$ cat src/rtl/conv_pass_sequencer_if.sv
// Purpose : bundles the processor command/config, engine handshake and status
//           lines of the convolution pass sequencer.
// Ports   : slave = sequencer side, master = processor/engine side.
interface conv_pass_sequencer_if #(
    parameter int T = 32
);
    // processor command and layer configuration
    logic         go;
    logic         abort;
    logic [T-1:0] cfg_bias;
    logic [T-1:0] cfg_k;
    logic [T-1:0] cfg_c;
    logic [T-1:0] cfg_n;

    // engine handshake
    logic [T-1:0] ps_control;
    logic [T-1:0] pl_status;

    // latched layer parameters seen by the datapath
    logic [T-1:0] bias;
    logic [T-1:0] k_val;
    logic [T-1:0] c_val;
    logic [T-1:0] n_val;

    // status back to the processor
    logic         busy;
    logic         done;
    logic         err;
    logic [1:0]   err_code;
    logic         host_grant;

    modport slave (
        input  go, abort, cfg_bias, cfg_k, cfg_c, cfg_n, pl_status,
        output ps_control, bias, k_val, c_val, n_val,
               busy, done, err, err_code, host_grant
    );

    modport master (
        output go, abort, cfg_bias, cfg_k, cfg_c, cfg_n, pl_status,
        input  ps_control, bias, k_val, c_val, n_val,
               busy, done, err, err_code, host_grant
    );
endinterface

$ cat src/rtl/conv_pass_sequencer.sv
// Purpose     : runs one input-channel pass of the conv engine per cfg_n, driving
//               ps_control / n_val and watching pl_status, so a layer is one command.
// Latency     : go -> LOAD next cycle, ps_control rises one cycle later; all outputs registered.
// Backpressure: none on go (sampled only in IDLE/DONE/ERR); engine paced by pl_status,
//               a pass stuck in WAIT_SET for TMO_MAX+1 cycles ends the layer with a timeout.
// Ports: clk, reset (async, active-low), bus (slave modport: go/abort/cfg_* in,
//        ps_control/pl_status engine handshake, latched config and status out).
module conv_pass_sequencer #(
    parameter int               T       = 32,
    parameter int               TMO_W   = 20,
    parameter logic [TMO_W-1:0] TMO_MAX = 20'hFFFFF
) (
    input  logic                 clk,
    input  logic                 reset,
    conv_pass_sequencer_if.slave bus
);

    typedef enum logic [2:0] {
        S_IDLE,
        S_LOAD,
        S_RUN,
        S_WAIT_SET,
        S_CLEAR,
        S_DONE,
        S_ERR,
        S_CLEAR_ABORT
    } state_t;

    state_t           state;
    state_t           state_nxt;

    logic [TMO_W-1:0] wd;
    logic [T-1:0]     n_lat;

    // registered outputs
    logic             ps_control_q;
    logic [T-1:0]     bias_q;
    logic [T-1:0]     k_q;
    logic [T-1:0]     c_q;
    logic [T-1:0]     n_q;
    logic             busy_q;
    logic             done_q;
    logic             err_q;
    logic [1:0]       err_code_q;
    logic             host_grant_q;

    // next-state side effects
    logic             start_ok;
    logic             err_set;
    logic             pass_inc;
    logic [1:0]       err_code_nxt;

    // next values of the registered outputs
    logic             ps_d;
    logic             busy_d;
    logic             grant_d;
    logic             done_d;
    logic             err_d;
    logic [1:0]       code_d;

    logic             pl_set;
    logic             pl_clr;
    logic             last_pass;
    logic             cfg_bad;

    // The engine runs on clk, so pl_status is used without a synchroniser.
    assign pl_set    = (bus.pl_status == T'(1));
    assign pl_clr    = (bus.pl_status == '0);
    // Full-width compare against the latched channel count; n_lat is never 0
    // once a layer has started, so the subtraction cannot wrap.
    assign last_pass = (n_q == n_lat - T'(1));
    assign cfg_bad   = (bus.cfg_k == '0) || (bus.cfg_c == '0) || (bus.cfg_n == '0);

    // ------------------------------------------------------------------
    // State register
    // ------------------------------------------------------------------
    always_ff @(posedge clk or negedge reset) begin
        if (!reset) begin
            state <= S_IDLE;
        end else begin
            state <= state_nxt;
        end
    end

    // ------------------------------------------------------------------
    // Next-state logic
    // ------------------------------------------------------------------
    always_comb begin
        state_nxt    = state;
        start_ok     = 1'b0;
        err_set      = 1'b0;
        pass_inc     = 1'b0;
        err_code_nxt = 2'b00;

        case (state)
            S_IDLE, S_DONE, S_ERR: begin
                // abort beats a simultaneous go; on its own it is a no-op here
                if (bus.go && !bus.abort) begin
                    if (cfg_bad) begin
                        state_nxt    = S_ERR;
                        err_set      = 1'b1;
                        err_code_nxt = 2'b01;
                    end else begin
                        state_nxt = S_LOAD;
                        start_ok  = 1'b1;
                    end
                end
            end

            S_LOAD: begin
                state_nxt = bus.abort ? S_CLEAR_ABORT : S_RUN;
            end

            S_RUN: begin
                state_nxt = bus.abort ? S_CLEAR_ABORT : S_WAIT_SET;
            end

            S_WAIT_SET: begin
                // pl_status is checked before the watchdog so a pass that
                // completes on the expiry cycle still counts as completed
                if (bus.abort) begin
                    state_nxt = S_CLEAR_ABORT;
                end else if (pl_set) begin
                    state_nxt = S_CLEAR;
                end else if (wd == TMO_MAX) begin
                    state_nxt    = S_ERR;
                    err_set      = 1'b1;
                    err_code_nxt = 2'b10;
                end
            end

            S_CLEAR: begin
                // ps_control is already low; an abort still has to wait for
                // the engine to drop pl_status before reporting
                if (bus.abort) begin
                    state_nxt = S_CLEAR_ABORT;
                end else if (pl_clr) begin
                    if (last_pass) begin
                        state_nxt = S_DONE;
                    end else begin
                        state_nxt = S_RUN;
                        pass_inc  = 1'b1;
                    end
                end
            end

            S_CLEAR_ABORT: begin
                if (pl_clr) begin
                    state_nxt    = S_ERR;
                    err_set      = 1'b1;
                    err_code_nxt = 2'b11;
                end
            end

            default: begin
                state_nxt = S_IDLE;
            end
        endcase
    end

    // ------------------------------------------------------------------
    // Output logic: outputs are derived from the next state and registered,
    // so they change on the same edge as the state itself.
    // ------------------------------------------------------------------
    always_comb begin
        ps_d    = (state_nxt == S_RUN) || (state_nxt == S_WAIT_SET);
        busy_d  = (state_nxt == S_LOAD) || (state_nxt == S_RUN) ||
                  (state_nxt == S_WAIT_SET) || (state_nxt == S_CLEAR) ||
                  (state_nxt == S_CLEAR_ABORT);
        grant_d = !busy_d;

        done_d  = done_q;
        err_d   = err_q;
        code_d  = err_code_q;

        if (start_ok) begin
            done_d = 1'b0;
            err_d  = 1'b0;
            code_d = 2'b00;
        end else begin
            if (state_nxt == S_DONE) begin
                done_d = 1'b1;
            end
            if (err_set) begin
                err_d  = 1'b1;
                code_d = err_code_nxt;
            end
        end
    end

    // ------------------------------------------------------------------
    // Output / configuration registers
    // ------------------------------------------------------------------
    always_ff @(posedge clk or negedge reset) begin
        if (!reset) begin
            ps_control_q <= 1'b0;
            busy_q       <= 1'b0;
            host_grant_q <= 1'b1;
            done_q       <= 1'b0;
            err_q        <= 1'b0;
            err_code_q   <= 2'b00;
            bias_q       <= '0;
            k_q          <= '0;
            c_q          <= '0;
            n_q          <= '0;
            n_lat        <= '0;
        end else begin
            ps_control_q <= ps_d;
            busy_q       <= busy_d;
            host_grant_q <= grant_d;
            done_q       <= done_d;
            err_q        <= err_d;
            err_code_q   <= code_d;

            // config is captured only on an accepted start; later cfg_* changes
            // have no effect until the next layer
            if (start_ok) begin
                bias_q <= bus.cfg_bias;
                k_q    <= bus.cfg_k;
                c_q    <= bus.cfg_c;
                n_lat  <= bus.cfg_n;
                n_q    <= '0;
            end else if (pass_inc) begin
                n_q    <= n_q + T'(1);
            end
        end
    end

    // ------------------------------------------------------------------
    // Per-pass watchdog: cleared in RUN, counts WAIT_SET cycles. The layer
    // times out after TMO_MAX+1 WAIT_SET cycles without pl_status.
    // ------------------------------------------------------------------
    always_ff @(posedge clk or negedge reset) begin
        if (!reset) begin
            wd <= '0;
        end else if (state == S_RUN) begin
            wd <= '0;
        end else if (state == S_WAIT_SET) begin
            wd <= wd + TMO_W'(1);
        end
    end

    assign bus.ps_control = {{(T-1){1'b0}}, ps_control_q};
    assign bus.bias       = bias_q;
    assign bus.k_val      = k_q;
    assign bus.c_val      = c_q;
    assign bus.n_val      = n_q;
    assign bus.busy       = busy_q;
    assign bus.done       = done_q;
    assign bus.err        = err_q;
    assign bus.err_code   = err_code_q;
    assign bus.host_grant = host_grant_q;

endmodule

$ cat src/flat_wrapper.sv
// flat-port wrapper written by rule: the top's interface ports become plain ports
module conv_pass_sequencer_flat 
#(
    parameter int               T       = 32,
    parameter int               TMO_W   = 20,
    parameter logic [TMO_W-1:0] TMO_MAX = 20'hFFFFF
)
  (clk, reset, bus_go, bus_abort, bus_cfg_bias, bus_cfg_k, bus_cfg_c, bus_cfg_n, bus_pl_status, bus_ps_control, bus_bias, bus_k_val, bus_c_val, bus_n_val, bus_busy, bus_done, bus_err, bus_err_code, bus_host_grant);
  conv_pass_sequencer_if #(.T(T)) bus_i ();
  input  logic clk;
  input  logic reset;
  input wire logic [$bits(bus_i.go)-1:0] bus_go;
  input wire logic [$bits(bus_i.abort)-1:0] bus_abort;
  input wire logic [$bits(bus_i.cfg_bias)-1:0] bus_cfg_bias;
  input wire logic [$bits(bus_i.cfg_k)-1:0] bus_cfg_k;
  input wire logic [$bits(bus_i.cfg_c)-1:0] bus_cfg_c;
  input wire logic [$bits(bus_i.cfg_n)-1:0] bus_cfg_n;
  input wire logic [$bits(bus_i.pl_status)-1:0] bus_pl_status;
  output wire logic [$bits(bus_i.ps_control)-1:0] bus_ps_control;
  output wire logic [$bits(bus_i.bias)-1:0] bus_bias;
  output wire logic [$bits(bus_i.k_val)-1:0] bus_k_val;
  output wire logic [$bits(bus_i.c_val)-1:0] bus_c_val;
  output wire logic [$bits(bus_i.n_val)-1:0] bus_n_val;
  output wire logic [$bits(bus_i.busy)-1:0] bus_busy;
  output wire logic [$bits(bus_i.done)-1:0] bus_done;
  output wire logic [$bits(bus_i.err)-1:0] bus_err;
  output wire logic [$bits(bus_i.err_code)-1:0] bus_err_code;
  output wire logic [$bits(bus_i.host_grant)-1:0] bus_host_grant;
  assign bus_i.go = bus_go;
  assign bus_i.abort = bus_abort;
  assign bus_i.cfg_bias = bus_cfg_bias;
  assign bus_i.cfg_k = bus_cfg_k;
  assign bus_i.cfg_c = bus_cfg_c;
  assign bus_i.cfg_n = bus_cfg_n;
  assign bus_i.pl_status = bus_pl_status;
  assign bus_ps_control = bus_i.ps_control;
  assign bus_bias = bus_i.bias;
  assign bus_k_val = bus_i.k_val;
  assign bus_c_val = bus_i.c_val;
  assign bus_n_val = bus_i.n_val;
  assign bus_busy = bus_i.busy;
  assign bus_done = bus_i.done;
  assign bus_err = bus_i.err;
  assign bus_err_code = bus_i.err_code;
  assign bus_host_grant = bus_i.host_grant;
  conv_pass_sequencer #(.T(T), .TMO_W(TMO_W), .TMO_MAX(TMO_MAX)) u_core (.clk(clk), .reset(reset), .bus(bus_i));
endmodule
$ cat config.mk
export PLATFORM = sky130hd
export DESIGN_NAME = conv_pass_sequencer_flat
export DESIGN_NICKNAME = d
export VERILOG_FILES = /design/src/rtl/conv_pass_sequencer_if.sv /design/src/rtl/conv_pass_sequencer.sv /design/src/flat_wrapper.sv
export SDC_FILE = /design/constraint.sdc
export NUM_CORES = 1
export LEC_CHECK = 0
export ABC_AREA = 1
export BUFFER_PORTS_ARGS = -buffer_cell sky130_fd_sc_hd__buf_2
export CAP_MARGIN = 10
export CORE_AREA = 2 2 148 150
export DETAILED_ROUTE_END_ITERATION = 16
export DIE_AREA = 0 0 150 152
export PLACE_DENSITY_LB_ADDON = 0.1
export SETUP_SLACK_MARGIN = 0.2
export SKIP_LAST_GASP = 1
export SLEW_MARGIN = 0
export SYNTH_ARGS = -nofsm -noshare
export SYNTH_HDL_FRONTEND = slang
export SYNTH_SLANG_ARGS = --single-unit
$ cat constraint.sdc
create_clock -name clk -period 3.1 [get_ports clk]
set_input_delay 0.155 -clock clk [delete_from_list [all_inputs] [get_ports clk]]
set_output_delay 0.155 -clock clk [all_outputs]
set_load 0.05 [all_outputs]
== Word level (Yosys, flattened, before mapping) ==
Index checks and enable logic that the tools add are counted.

* Register bits: 190

* Add/subtract/negate cells: 3
* Eq/ne operators: 16
* Mux-type cells: 43
* Reduce and logical (&&, ||, !) cells: 20

{| class="wikitable"
|+ Operators by type and width
! operator !! number
|-
| 32-bit logical NOT || 4
|-
| 32-bit two-way mux || 2
|-
| 20-bit two-way mux || 2
|-
| 3-bit two-way mux || 11
|-
| 32-bit by 1-bit adder with 32-bit output, second input constant || 1
|-
| 32-bit by 1-bit equality test with 1-bit output, second input constant || 1
|-
| 32-bit equality test || 1
|-
| 32-bit by 1-bit subtractor with 32-bit output, second input constant || 1
|-
| 3-bit equality test, second input constant || 7
|-
| 20-bit by 1-bit adder with 20-bit output, second input constant || 1
|-
| 20-bit equality test, second input constant || 1
|-
| 1-bit two-way mux || 18
|-
| 3-bit one-hot mux with 6 select lines || 1
|-
| 2-bit two-way mux || 7
|-
| 3-bit by 2-bit equality test with 1-bit output, second input constant || 4
|-
| 2-bit nonzero test || 4
|-
| 1-bit logical OR || 7
|-
| 3-bit by 1-bit equality test with 1-bit output, second input constant || 2
|-
| 2-bit one-hot mux with 3 select lines || 1
|-
| 3-bit logical NOT || 1
|-
| 1-bit one-hot mux with 3 select lines || 1
|-
| 3-bit OR reduction || 1
|-
| 1-bit logical NOT || 2
|-
| 1-bit logical AND || 1
|}

== Depth between registers and ports, before layout ==
Gate-level depths: netlist of run 1.

* Depth in word-level cells: 12
* Gate-level depth with buffers: 20
* Mapped depth without buffers: 20

== Worst setup path after synthesis of run 1 ==
No wires, ideal clock.

* Kind: reg2reg
* From: reg u_core.n_lat[0]
* To: reg u_core.n_q[19] (netlist: u_core.bus.n_val[19])
* Library setup time: 75 ps
* Arrival: 2188 ps
* Data required time: 3025 ps
* Path slack: 837 ps
* Stages on the path, launching flop included: 18
* Path buffers: 3
* Period minus slack after synthesis: 2263 ps
* Cell sequence: dfrtp_1 -> inv_1 -> ha_1 -> nand2_2 -> nor2_4 -> buf_6 -> nand2_4 -> nor2_2 -> nand2_1 -> a21oi_1 -> nand2_1 -> nor2_1 -> nand3_2 -> nand3_4 -> buf_8 -> nand2_4 -> buf_6 -> o21ai_2

* Word-level cells in the longest chain between the ends: 7

{| class="wikitable"
|+ Ends and longest elaborated chain
! what !! RTL line !! text
|-
| from (decl) || conv_pass_sequencer.sv:33 || <nowiki>logic [T-1:0] n_lat;</nowiki>
|-
| from (signal assigned) || conv_pass_sequencer.sv:221 || <nowiki>n_lat <= bus.cfg_n;</nowiki>
|-
| 32-bit by 1-bit subtractor with 32-bit output || conv_pass_sequencer.sv:71 || <nowiki>assign last_pass = (n_q == n_lat - T'(1));</nowiki>
|-
| 32-bit equality test || conv_pass_sequencer.sv:71 ||
|-
| 1-bit two-way mux || conv_pass_sequencer.sv:138 || <nowiki>if (last_pass) begin</nowiki>
|-
| 1-bit two-way mux || conv_pass_sequencer.sv:137 || <nowiki>end else if (pl_clr) begin</nowiki>
|-
| 1-bit two-way mux || conv_pass_sequencer.sv:135 || <nowiki>if (bus.abort) begin</nowiki>
|-
| 1-bit two-way mux || conv_pass_sequencer.sv:95 || <nowiki>case (state)</nowiki>
|-
| 2-bit nonzero test (no source line) || - ||
|-
| to (signal assigned) || conv_pass_sequencer.sv:224 || <nowiki>n_q <= n_q + T'(1);</nowiki>
|-
| to (decl) || conv_pass_sequencer.sv:40 || <nowiki>logic [T-1:0] n_q;</nowiki>
|}

No other way between the ends.
A chain may end at the register's enable or synchronous reset.

== Worst setup path in the final report of run 1 ==
* From: in bus_cfg_c[23]
* To: reg u_core.bias_q[11] (netlist: u_core.bus.bias[11])

* Word-level cells in the longest chain between the ends: 6

{| class="wikitable"
|+ Ends and longest elaborated chain
! what !! RTL line !! text
|-
| from (decl) || flat_wrapper.sv:16 || <nowiki>input wire logic [$bits(bus_i.cfg_c)-1:0] bus_cfg_c;</nowiki>
|-
| 32-bit logical NOT || conv_pass_sequencer.sv:72 || <nowiki>assign cfg_bad = (bus.cfg_k == '0) || (bus.cfg_c == '0) || (bus.cfg_n == '0);</nowiki>
|-
| 1-bit logical OR (2 in series) || conv_pass_sequencer.sv:72 ||
|-
| 1-bit two-way mux || conv_pass_sequencer.sv:99 || <nowiki>if (cfg_bad) begin</nowiki>
|-
| 1-bit two-way mux || conv_pass_sequencer.sv:98 || <nowiki>if (bus.go && !bus.abort) begin</nowiki>
|-
| 1-bit two-way mux || conv_pass_sequencer.sv:95 ||
|-
| to (signal assigned) || conv_pass_sequencer.sv:218 || <nowiki>bias_q <= bus.cfg_bias;</nowiki>
|-
| to (decl) || conv_pass_sequencer.sv:37 || <nowiki>logic [T-1:0] bias_q;</nowiki>
|}

No other way between the ends.

==> flow_summary_export.csv, run 1 <==
group,metric,value,unit
drt,num_vias,11340,
sta,tightest_slew,0.722,ns
yosys,synth_top_cell_area_share,43.5,%
placed_design,pre_cts_ws,0.310,ns
clocking,clk_pin_slew,0.09,ns
yosys,yosysWarnings,0,
placed_design,hpwl,25200,um
global_route,antenna_found_initial,0,
clocking,clockBufferDepth,2,
yosys,ys.flop_type,"dfrtp_1",
yosys,synth_common_cells,"495 x nand2_1, 189 x dfrtp_1, 174 x inv_1",
sta,fmaxAchievable,0.377,GHz
drt,drc_errors,0,
global_route,grt_pass1_vias,11183,
yosys,yosysTopAreaCell,"dfrtp_1",
yosys,synth-simple-area-share,34.1,%
sta,post-route-period-util,85.5,%
clocking,clkSinkCount,190,
floorplanning,core-area,21400,sq um
worst_setup_path,worstSetupStartpoint,"bus_cfg_c[23]",
flow_run,drv_cap,0,
power,clkPwrFrac,16.9,%
yosys,ys_top_cells_by_area,"dfrtp_1 43%, nand2_1 17%, inv_1 6.0%, nor2_1 5.1%, o21ai_0 4.1%",
floorplanning,die_h,152,um
drt,postRouteAntennaNets,0,
yosys,avgSynthCellArea,7.26,sq um
worst_setup_path,path_class,"input pin to flop",
sta,rsz0062_at_grt,"false",
yosys,syn_inst,1498,
floorplanning,ios,330,
power,power.total,13.2,mW
worst_setup_path,endpoint_kind,"flop",
final_layout,final_nets,2084,
power,swShare,52.5,%
yosys,synth_xor_area_share,3.46,%
placed_design,gp_congestion,0.975,
sta,report.final.slew_viol_count,0,
power,p_per_area,910,nW/um^2
yosys,synth_edf_count,0,
yosys,synth.most_common_cell,"nand2_1",
sta,slew_headroom,51.9,%
worst_setup_path,required,3.47,ns
floorplanning,dieArea,22800,sq um
worst_setup_path,r2r_start,"u_core.n_lat[0]$_DFFE_PN0P_",
sta,finalHoldViolCount,0,
power,p_leak,7.62,nW
power,ir_drop,0.786,mV
final_layout,multiInputGateArea,5130,sq um
sta,finalClockSkew,0.0135,ns
worst_hold_path,min_from,"bus_cfg_k[9]",
clocking,cts_tree,"built",
yosys,async_flop_share,100,%
yosys,syn_area,10900,sq um
global_route,grt_pass1_wl,56300,um
clocking,numCtsBuffers,17,
final_layout,drive_gt1_share,21.0,%
final_layout,fill_cells,1810,
yosys,synth_seq_area_share,43.7,%
final_layout,area_growth,33.1,%
clocking,cts-htree-levels,4,
yosys,synthAdderAreaFrac,0.345,%
worst_hold_path,holdCritPathClass,"input pin to flop",
floorplanning,start_util,50.9,%
clocking,cts-root-buf,"clkbuf_16",
power,pwr-share-seq,30.7,%
final_layout,diodes,0,
worst_setup_path,cp.arrival,3.02,ns
yosys,synthMuxAreaShare,0.0921,%
sta,fin_setup_tns,0,ns
global_route,grt_overflow_total,0,
global_route,grt_max_degree,89,
floorplanning,die_width,150,um
yosys,ys_ff_latch,190,
final_layout,final_util,67.8,%
yosys,synth_top_family_by_area,"simple AND/OR/NAND/NOR gates",
drt,finalWirelength,35300,um
power,p_sw,6.92,mW
yosys,synth_compound_area_share,7.85,%
drt,drt-pass1-iter-count,5,
sta,period_minus_slack,2.65,ns
clocking,clk_latency,0.45,ns
drt,viasPerCell,5.13,
yosys,ys_types,49,
worst_setup_path,critPathLaunchType,"input pin",
final_layout,regArea,4760,sq um
sta,final-setup-viol-count,0,
power,p_int,6.26,mW
worst_setup_path,cp_max_fo,46,
global_route,track_usage,31.2,%
sta,hold_slack,0.0147,ns
sta,fin_ws,0.448,ns
drt,first_iter_violations,680,
run_status,outcome,"finished, final reports clean",
floorplanning,fp-row-count,54,
power,combPwrFrac,52.5,%
drt,wire_per_inst,16.0,um
placed_design,io_buffers,298,
-- critical path, stage by stage --
cell and delay, ns:
dlygate4sd3_1 0.55, buf_2 0.13, inv_1 0.07, nand4_1 0.14
nor4_1 0.43, nand3_1 0.33, nand4_1 0.28, nor2_4 0.08
inv_6 0.28, buf_4 0.35, nand2_1 0.12, nand2_1 0.10
-- layout by cell type, fill, tap and decap left out, types with 10 or more instances in the layout --
master,n
xor2_1,29
dlygate4sd3_1,123
nor2_2,10
o21ai_0,88
inv_1,174
buf_2,297
nand4_1,40
o21ai_2,11
conb_1,31
clkbuf_16,17
dfrtp_1,189
buf_4,14
nand2_1,494
nor2_1,149
nor4_1,19
nor3_1,32
a21oi_1,26
o21ai_1,16
nand3_1,71
xnor2_1,14
-- through the flow --
step / cells / instance area [sq um]
6_report: 2209 / 14500
5_1_grt: 2209 / 14500
4_1_cts: 2202 / 14400
3_5_place_dp: 2048 / 12600
3_3_place_gp: 2048 / 12600
2_1_floorplan: 1528 / 11000
-- area by class of cell --
class / instances / share of cell area (%)
well taps: 280 / 2.42
multi-input cells: 1088 / 35.4
clock buffers: 17 / 2.94
inverters: 179 / 4.68
flip-flops and latches: 190 / 32.9
clock inverters: 14 / 1.23
repair buffers: 441 / 20.4
-- layer usage --
| layer | share of wire [%] | wire length, um | track usage, % | up-vias |
|---|---|---|---|---|
| li1 | - | - | - | 5527 |
| met1 | 40 | 14200 | 38.8 | 5281 |
| met2 | 50 | 17600 | 53.8 | 450 |
| met3 | 6.4 | 2260 | 5.11 | 82 |
| met4 | 3.7 | 1300 | 12.5 | 0 |
| met5 | 0 | 0 | 0 | - |
-- power by group through the flow --
| stage | clock network [mW] | registers [mW] | logic, mW |
|---|---|---|---|
| after floorplan | 0 | 6.07 | 2.92 |
| after global placement | 0 | 4.02 | 6.63 |
| after detailed placement | 0 | 4.02 | 6.72 |
| after CTS | 2.26 | 4.01 | 6.83 |
| after global routing | 2.35 | 4.14 | 7.51 |
| final | 2.22 | 4.04 | 6.92 |
-- worst paths after layout --
check                                              endpoint  slack [ns]  cells after the start
min in group asynchronous          u_core.wd[5]$_DFFE_PN0P_        0.33                      2
max                         u_core.bus.bias[11]$_DFFE_PN0P_        0.45                     12
max in group asynchronous   u_core.bus.c_val[1]$_DFFE_PN0P_        1.87                      3
min                         u_core.bus.k_val[9]$_DFFE_PN0P_        0.01                      3
min reg2reg                 u_core.bus.bias[25]$_DFFE_PN0P_        0.47                      2
max reg2reg                u_core.bus.n_val[14]$_DFFE_PN0P_        0.46                     20
-- flip-flops by register name (all words and copies together) (netlist names), 2 cells and up --
signal and cells:
u_core.bus.k_val 32, u_core.bus.err_code 2, u_core.state 3, u_core.wd 20
u_core.bus.c_val 32, u_core.bus.bias 32, u_core.bus.n_val 32, u_core.n_lat 32
-- logic make-up after synthesis --
family	after synthesis
and+or+nand+nor	854
xor gates and xnor gates	43
AOI/OAI and AO/OA	155
buffers and inverters	251
other	1
adders and majority gates	3
muxes	1
DFF	190
-- repair_timing --
item                                    CTS  global route
resized for setup                         0             4
buffers inserted                          0             6
hold buffers                            123             0
endpoints found under the hold margin   206             0
endpoints found under the setup margin    0            33
Power figures use the tool's default switching activity.
==> inputs of run 2 (changes only) <==
--- a/config.mk
+++ b/config.mk
@@ -8,9 +8,9 @@
 export ABC_AREA = 1
 export BUFFER_PORTS_ARGS = -buffer_cell sky130_fd_sc_hd__buf_2
 export CAP_MARGIN = 10
-export CORE_AREA = 2 2 148 150
+export CORE_AREA = 4 4 150 152
 export DETAILED_ROUTE_END_ITERATION = 16
-export DIE_AREA = 0 0 150 152
+export DIE_AREA = 0 0 154 156
 export PLACE_DENSITY_LB_ADDON = 0.1
 export SETUP_SLACK_MARGIN = 0.2
 export SKIP_LAST_GASP = 1
==> constraint.sdc (replaced) <==
create_clock -name clk -period 3.1 [get_ports clk]
set_input_delay 0.155 -clock clk [delete_from_list [all_inputs] [get_ports clk]]
set_output_delay 0.155 -clock clk [all_outputs]
set_load 0.02 [all_outputs]
==> flow_summary_export.csv, run 2 (synthesis gave the netlist of run 1 again) <==
group,metric,value,unit
run_status,outcome,"finished, final reports clean",
sta,rsz0062_at_grt,"true",
sta,period_minus_slack,2.80,ns
power,p_sw,5.53,mW
worst_setup_path,critPathLaunchType,"input pin",
power,swShare,46.7,%
worst_setup_path,path_class,"input pin to flop",
drt,wire_per_inst,16.8,um
clocking,clk_latency,0.44,ns
drt,postRouteAntennaNets,0,
global_route,grtUsageMet2,50.2,%
drt,drc_errors,0,
power,p_int,6.31,mW
sta,post-route-period-util,90.5,%
placed_design,hpwl,26600,um
power,pwr-share-seq,34.3,%
worst_hold_path,holdCritPathClass,"input pin to flop",
worst_setup_path,r2r_cells,16,
global_route,antenna_found_initial,0,
drt,first_iter_violations,796,
worst_setup_path,cp_slowest_cell,"dlygate4sd3_1",
clocking,cts-root-buf,"clkbuf_16",
worst_setup_path,rr_endpoint,"u_core.bus.n_val[31]$_DFFE_PN0P_",
sta,report.final.slew_viol_count,0,
global_route,grt_overflow_total,0,
global_route,grt_busiest_layer,"met2",
clocking,numCtsBuffers,17,
worst_setup_path,critical_path.cell_chain,"dlygate4sd3_1 -> buf_2 -> nor2_1 -> nand4_1 -> nor2_1 -> nand4_1 -> nand4_1 -> nor2_4 -> inv_6 -> buf_12 -> buf_12 -> nand2_1 -> o21ai_0",
floorplanning,dieArea,24000,sq um
sta,tightest_slew,0.845,ns
worst_setup_path,r2r_start,"u_core.n_lat[4]$_DFFE_PN0P_",
placed_design,placed_area,12600,sq um
power,clkPwrFrac,19.1,%
global_route,grt_max_degree,94,
floorplanning,ios,330,
worst_setup_path,crit_top_cell,"nand4_1",
final_layout,fin_area,14500,sq um
sta,fin_setup_tns,0,ns
floorplanning,die_h,156,um
power,p_leak,7.64,nW
drt,viasPerCell,5.25,
clocking,clkSinkCount,190,
power,ir_drop,0.519,mV
drt,drt-pass1-iter-count,5,
final_layout,area_growth,33.3,%
worst_setup_path,rrSetupSlack,0.33,ns
flow_run,drv_cap,0,
sta,finalClockSkew,0.0145,ns
global_route,grtUsageMet3,5.44,%
clocking,clockBufferDepth,2,
final_layout,diodes,0,
floorplanning,fp-row-count,53,
worst_setup_path,worstSetupStartpoint,"bus_cfg_n[15]",
final_layout,final_nets,2084,
sta,slew_headroom,43.2,%
final_layout,layout_common_cells,"495 x nand2_1, 297 x buf_2, 189 x dfrtp_1, 173 x inv_1, 147 x nor2_1",
worst_setup_path,cp-endpoint,"u_core.bus.c_val[26]$_DFFE_PN0P_",
global_route,grt_pass1_wl,58300,um
worst_setup_path,crit_buf_inv,5,
clocking,cts_tree,"built",
worst_setup_path,cp.arrival,3.14,ns
global_route,gr-usage-met1,38.2,%
clocking,clk_pin_slew,0.09,ns
sta,fmaxAchievable,0.357,GHz
final_layout,final_common_cell,"nand2_1",
floorplanning,core-area,21000,sq um
worst_setup_path,crit_family,"simple AND/OR/NAND/NOR gates",
global_route,track_usage,30.0,%
drt,num_vias,11571,
worst_setup_path,cpPeakStageDelay,0.55,ns
power,combPwrFrac,46.6,%
sta,finalHoldViolCount,0,
global_route,grt_pass1_vias,11460,
placed_design,gp_congestion,1.06,
drt,finalWirelength,37000,um
worst_setup_path,cp_max_fo,45,
power,p_per_area,817,nW/um^2
final_layout,drive_gt1_share,21.5,%
sta,final-setup-viol-count,0,
floorplanning,start_util,51.7,%
placed_design,io_buffers,298,
worst_setup_path,required,3.44,ns
worst_setup_path,cp_num_cells,13,
clocking,cts-htree-levels,4,
worst_setup_path,endpoint_kind,"flop",
floorplanning,die_width,154,um
==> run 2: cell types whose count changed in the layout (fill, tap and decap cells not counted), moves of 2 or more <==
cell,delta
inv_12,+2
clkinv_4,-2
dlygate4sd3_1,-7
nand2_2,-2
buf_4,+4
nor2_2,+3
nor2_1,-2
==> run 2: final cells by class <==
cell class              instances  area, sq um
clock buffers                  17          425
repair buffers                439         2940
clock inverters                15          193
well taps                     275          344
multi-input cells            1090         5160
flip-flops and latches        190         4760
inverters                     179          679
fillers                      1787         6520
==> run 2: power groups by stage <==
stage | Sequential [mW] | Combinational (mW) | Clock, mW
2_1_floorplan | 4.68 | 2.86 | 0
3_3_place_gp | 4.05 | 5.20 | 0
5_1_grt | 4.16 | 6.15 | 2.38
3_5_place_dp | 4.04 | 5.29 | 0
4_1_cts | 4.03 | 5.39 | 2.29
6_report | 4.06 | 5.52 | 2.26
==> run 2: what timing repair did <==
item                                    in CTS  in global routing
hold endpoints to repair                   203                  0
buffers inserted                             0                  7
gates resized for setup                      0                  9
hold buffers                               116                  0
endpoints found under the setup margin       0                 31
==> run 2: worst min path at each step <==
stage                  from                              end  slack [ns]  cells after the start
2_1_floorplan         reset   u_core.bus.bias[0]$_DFFE_PN0P_       -0.14                      0
3_3_place_gp          reset     u_core.n_lat[31]$_DFFE_PN0P_        0.29                      1
3_5_place_dp          reset     u_core.n_lat[21]$_DFFE_PN0P_        0.30                      1
4_1_cts        bus_cfg_c[6]  u_core.bus.c_val[6]$_DFFE_PN0P_       0.002                      3
5_1_grt        bus_cfg_k[4]  u_core.bus.k_val[4]$_DFFE_PN0P_       0.006                      3
6_report       bus_cfg_k[4]  u_core.bus.k_val[4]$_DFFE_PN0P_        0.01                      3
==> run 2: metal layers <==
layer  share of wire (%)  wire length (um)
met1                  40             14800
met4                 4.4              1640
met2                  48             17800
met3                 7.6              2810
met5                   0                 0
==> run 2: per-stage QoR <==
step	hold slack (ns)	util, %	power [mW]	setup WS (ns)	std cells
final	0.0111	69.0	11.8	0.296	2205
after global routing	0.00637	69.0	12.7	0.150	2205
after CTS	0.00194	68.4	11.7	0.208	2195
after detailed placement	0.295	60.0	9.33	0.232	2047
after global placement	0.291	60.0	9.25	0.268	2047
after floorplan	-0.141	-	7.54	0.838	1528
==> run 2: tightest hold or removal path, stage by stage <==
cell and delay, ns:
buf_2 0.10, inv_1 0.07, o21ai_0 0.08
